File: config.mk
export PLATFORM = sky130hd
export DESIGN_NAME = id_ex_operand_stage
export DESIGN_NICKNAME = d
export VERILOG_FILES = /design/src/rtl/id_ex_operand_stage.sv
export SDC_FILE = /design/constraint.sdc
export NUM_CORES = 1
export LEC_CHECK = 0
export CAP_MARGIN = 20
export CORE_AREA = 2 2 168 170
export DETAILED_ROUTE_END_ITERATION = 10
export DIE_AREA = 0 0 170 172
export DONT_BUFFER_PORTS = 1
export PLACE_DENSITY_LB_ADDON = 0.2
export SYNTH_ARGS = -nofsm -noshare
export SYNTH_HDL_FRONTEND = slang
export SYNTH_SLANG_ARGS = --single-unit
File: constraint.sdc
create_clock -name clk -period 5.4 [get_ports clk]
set_input_delay 1.08 -clock clk [delete_from_list [all_inputs] [get_ports clk]]
set_output_delay 1.08 -clock clk [all_outputs]
set_load 0.02 [all_outputs]
File: src/rtl/id_ex_operand_stage.sv
// rtl/id_ex_operand_stage.sv - ID/EX register with writeback bypass, EX forwarding and load-use bubble
module id_ex_operand_stage #(
  parameter int DW = 64,
  parameter int AW = 5,
  parameter int ZR = 31
) (
  input  logic          clk,
  input  logic          reset,
  input  logic          valid_id,
  input  logic [AW-1:0] Rn_id,
  input  logic [AW-1:0] Rm_id,
  input  logic [AW-1:0] Rd_id,
  input  logic          RegWrite_id,
  input  logic          MemRead_id,
  input  logic [DW-1:0] ReadData1,
  input  logic [DW-1:0] ReadData2,
  input  logic          exmem_RegWrite,
  input  logic [AW-1:0] exmem_Rd,
  input  logic [DW-1:0] exmem_data,
  input  logic          memwb_RegWrite,
  input  logic [AW-1:0] memwb_Rd,
  input  logic [DW-1:0] memwb_data,
  input  logic          ex_hold,
  input  logic          flush,
  output logic          valid_ex,
  output logic [AW-1:0] Rd_ex,
  output logic          RegWrite_ex,
  output logic          MemRead_ex,
  output logic [DW-1:0] OpA_ex,
  output logic [DW-1:0] OpB_ex,
  output logic [1:0]    fwdA_sel,
  output logic [1:0]    fwdB_sel,
  output logic          stall_id
);

  localparam logic [AW-1:0] ZR_A = AW'(ZR);

  logic          valid_q, valid_d;
  logic [AW-1:0] rn_q, rn_d, rm_q, rm_d, rd_q, rd_d;
  logic          regwrite_q, regwrite_d, memread_q, memread_d;
  logic [DW-1:0] opa_q, opa_d, opb_q, opb_d;

  logic          load_use;
  logic [DW-1:0] cap_a, cap_b;
  logic          exmem_ok, memwb_ok;

  assign exmem_ok = exmem_RegWrite && (exmem_Rd != ZR_A);
  assign memwb_ok = memwb_RegWrite && (memwb_Rd != ZR_A);

  assign load_use = valid_q && memread_q && valid_id && (rd_q != ZR_A) &&
                    ((rd_q == Rn_id) || (rd_q == Rm_id));

  assign stall_id = !reset && (load_use || ex_hold);

  // Regfile write and read land on the same edge, so the read port is stale on a collision.
  always_comb begin
    cap_a = ReadData1;
    cap_b = ReadData2;
    if (memwb_ok && (memwb_Rd == Rn_id)) cap_a = memwb_data;
    if (memwb_ok && (memwb_Rd == Rm_id)) cap_b = memwb_data;
    if (Rn_id == ZR_A) cap_a = '0;
    if (Rm_id == ZR_A) cap_b = '0;
  end

  always_comb begin
    valid_d    = valid_q;
    rn_d       = rn_q;
    rm_d       = rm_q;
    rd_d       = rd_q;
    regwrite_d = regwrite_q;
    memread_d  = memread_q;
    opa_d      = opa_q;
    opb_d      = opb_q;
    if (flush) begin
      valid_d = 1'b0;
    end else if (ex_hold) begin
      valid_d = valid_q;
    end else if (load_use) begin
      valid_d = 1'b0;
    end else begin
      valid_d    = valid_id;
      rn_d       = Rn_id;
      rm_d       = Rm_id;
      rd_d       = Rd_id;
      regwrite_d = RegWrite_id;
      memread_d  = MemRead_id;
      opa_d      = cap_a;
      opb_d      = cap_b;
    end
  end

  always_ff @(posedge clk or posedge reset) begin
    if (reset) begin
      valid_q    <= 1'b0;
      rn_q       <= '0;
      rm_q       <= '0;
      rd_q       <= ZR_A;
      regwrite_q <= 1'b0;
      memread_q  <= 1'b0;
      opa_q      <= '0;
      opb_q      <= '0;
    end else begin
      valid_q    <= valid_d;
      rn_q       <= rn_d;
      rm_q       <= rm_d;
      rd_q       <= rd_d;
      regwrite_q <= regwrite_d;
      memread_q  <= memread_d;
      opa_q      <= opa_d;
      opb_q      <= opb_d;
    end
  end

  // EX/MEM is the younger result, so it takes priority over MEM/WB.
  always_comb begin
    OpA_ex   = opa_q;
    fwdA_sel = 2'd0;
    if (exmem_ok && (exmem_Rd == rn_q)) begin
      OpA_ex   = exmem_data;
      fwdA_sel = 2'd1;
    end else if (memwb_ok && (memwb_Rd == rn_q)) begin
      OpA_ex   = memwb_data;
      fwdA_sel = 2'd2;
    end
  end

  always_comb begin
    OpB_ex   = opb_q;
    fwdB_sel = 2'd0;
    if (exmem_ok && (exmem_Rd == rm_q)) begin
      OpB_ex   = exmem_data;
      fwdB_sel = 2'd1;
    end else if (memwb_ok && (memwb_Rd == rm_q)) begin
      OpB_ex   = memwb_data;
      fwdB_sel = 2'd2;
    end
  end

  assign valid_ex    = valid_q;
  assign Rd_ex       = rd_q;
  assign RegWrite_ex = valid_q && regwrite_q;
  assign MemRead_ex  = valid_q && memread_q;

endmodule

==> flow_summary.yaml <==
clock_tree:
  cts_buffers: 17
  cts_resized: 0
  cts_setup_buffers: 0
  clockBufferDepth: 2
  clkSinkCount: 146
  htreeDepth: 4
  clk_latency_ns: 0.42
  holdBufCountCts: 0
  cts-root-buf: "clkbuf_16"
  cts_tree: "yes"
  path_clk_slew_ns: 0.07
global_route:
  grt_max_degree: 88
  gr-total-overflow: 0
  antenna_found_initial: 7
  grt_pass1_vias: 7624
  grt_pass1_wl_mm: 45.1
  grt_usage_pct: 20.0
timing:
  setup_violations: 0
  post-route-min-period_ns: 4.34
  rsz0062_at_grt: "no"
  finalSetupTns_ns: 0
  max_freq_ghz: 0.231
  slew_viol_final: 0
  slew_headroom_pct: 26.7
  tightest_slew_ns: 1.09
  fin_skew_ns: 0.0146
  finalCritPeriodShare_pct: 80.3
  finalHoldViolCount: 0
route:
  finalWirelength_mm: 30.8
  wl_per_cell_um: 23.8
  vias: 7475
  dr.pass1.iters: 4
  avgViaCountPerCell: 5.77
  drc: 0
  detail-route-antenna-nets: 0
  first_iter_violations: 401
placed_design:
  hpwl_mm: 22.0
  port_buffers: 0
  gp_congestion: 0.808
synth:
  netlist_area_sq_um: 10100
  yosysUniqueCellTypes: 31
  yosysSeqAreaShare_pct: 36.3
  ys_ff_latch: 146
  yosys_warnings: 0
  syn_avg_cell_area_sq_um: 10.3
  syn_inst: 977
  syn_nets: 1267
finish:
  design.final.nets: 1219
  area_growth_pct: 7.00
  fin_util_pct: 39.2
  nFillCells: 2761
  drive_above_1_share_pct: 20.2
  final_cell_mix: "141 x dfrtp_1, 136 x nand2_1, 128 x a22o_1, 128 x mux2i_1, 120 x mux2_2"
  layout_commonest_cell: "dfrtp_1"
floorplanning:
  design.core.area_sq_um: 27500
  dieArea_sq_um: 29200
  rows: 61
  initial_core_util_pct: 36.7
  die_y_um: 172
  die_x_um: 170
  pin_count: 431
worst_setup_path:
  crit_chain: "xnor2_1, nand3_1, nor4_2, buf_12, mux2i_1, o21ai_0"
  crit_path_end_kind: "output port"
  setup.worst_path.start_class: "input port"
  arrival_ns: 3.26
  crit_fanout: 35
  crit_path_top_delay_cell: "o21ai_0"
  crit_required_ns: 4.32
  crit_type: "input port to output port"
  critPathMaxStageDelay_ns: 0.85
run:
  maxCapViolCount: 0
power:
  p_leak_nw: 3.83
  power_density_nw_per_um2: 309
  worst_ir_drop_vdd_mv: 0.171
worst_hold_path:
  min-delay-path-class: "flop to flop"
outcome:
  status: "finished, final reports clean"
synth_stat cells, drive strengths merged:
| library cell | number | area share [%] |
|---|---|---|
| nor4 | 6 | 0.67 |
| xor2 | 12 | 1.0 |
| and2 | 2 | 0.12 |
| nor2 | 3 | 0.11 |
| o21ai | 130 | 6.5 |
| a21oi | 2 | 0.099 |
| xnor2 | 28 | 2.4 |
| dfstp | 5 | 1.3 |
| a211o | 2 | 0.17 |
| inv | 2 | 0.075 |
| a22o | 128 | 11 |
| a2111oi | 2 | 0.55 |
| nand2 | 136 | 5.1 |
| clkbuf | 28 | 1.0 |
| o22ai | 1 | 0.12 |
| nor2b | 2 | 0.12 |
| mux2 | 145 | 16 |
| mux2i | 128 | 13 |
| a31oi | 1 | 0.12 |
| nand3 | 12 | 0.65 |
| buf | 60 | 4.7 |
| and3 | 1 | 0.062 |
| dfrtp | 141 | 35 |
worst max-delay path: cells and delay by family:
| kind | cells | cell delay, ns |
|---|---|---|
| compound gates | 1 | 0.85 |
| mux | 1 | 0.12 |
| xor+xnor | 1 | 0.14 |
| buf+inv | 1 | 0.34 |
| simple gates | 2 | 0.67 |
routing by layer:
metal  vias up  wire [um]  GRT usage [%]  share of wire [%]
li1       3483          -              -                  -
met1      3648      12300           23.3                 40
met2       306      15600           35.2                 51
met3        38       2180           5.33                7.1
met4         0        743           7.92                2.4
met5         -          0              0                  0
cells by family after synthesis:
| family | count (synthesis) | synth area share [%] |
|---|---|---|
| buffers and inverters | 90 | 5.79 |
| AOI/OAI and AO/OA | 266 | 18.7 |
| xor gates and xnor gates | 40 | 3.48 |
| muxes | 273 | 28.9 |
| DFF | 146 | 36.3 |
| and+or+nand+nor | 162 | 6.80 |
power by group:
part           internal, mW  total (mW)  switching (mW)
Combinational         0.303       0.813           0.510
Sequential             1.24        1.36           0.113
Clock                 0.656        1.16           0.504
state kept, by name (all words and copies together) (netlist names):
| register | flops |
|---|---|
| Rd_ex | 5 |
| memread_q | 1 |
| opa_q | 64 |
| opb_q | 64 |
| regwrite_q | 1 |
| rm_q | 5 |
| rn_q | 5 |
| valid_ex | 1 |
metrics by stage:
| step | hold WS (ns) | std cells | total power [mW] | worst slack, ns | instance area [sq um] |
|---|---|---|---|---|---|
| after floorplan | 0.465 | 977 | 2.05 | 0.405 | 10100 |
| after global placement | 0.483 | 1256 | 2.19 | 1.11 | 10200 |
| after detailed placement | 0.485 | 1256 | 2.19 | 1.06 | 10200 |
| after CTS | 0.507 | 1288 | 3.37 | 1.07 | 10800 |
| after global routing | 0.516 | 1293 | 3.50 | 1.03 | 10800 |
| final | 0.504 | 1296 | 3.33 | 1.06 | 10800 |
area by class of cell:
| type | count | area, sq um | area share (%) |
|---|---|---|---|
| multi-input cells | 741 | 5870 | 54.4 |
| flip-flops and latches | 146 | 3660 | 33.9 |
| clock buffers | 20 | 447 | 4.14 |
| well taps | 346 | 433 | 4.02 |
| repair buffers | 21 | 220 | 2.04 |
| clock inverters | 12 | 123 | 1.14 |
| diodes | 8 | 20.0 | 0.186 |
| inverters | 2 | 12.5 | 0.116 |
path summary, 6_finish.rpt:
| kind | cells past startpoint | from | slack [ns] | to |
|---|---|---|---|---|
| worst max-delay path | 6 | memwb_Rd[0] | 1.06 | OpA_ex[39] |
| worst min-delay path | 1 | memread_q$_DFFE_PP0P_ | 0.50 | memread_q$_DFFE_PP0P_ |
| worst max register to register | 6 | valid_ex$_DFFE_PP0P_ | 2.37 | opa_q[19]$_DFFE_PP0P_ |
| worst min register to register | 1 | memread_q$_DFFE_PP0P_ | 0.50 | memread_q$_DFFE_PP0P_ |
| max in group asynchronous | 2 | reset | 3.73 | opb_q[24]$_DFFE_PP0P_ |
| min in group asynchronous | 1 | reset | 0.65 | memread_q$_DFFE_PP0P_ |
(Power assumes the default switching activity.)
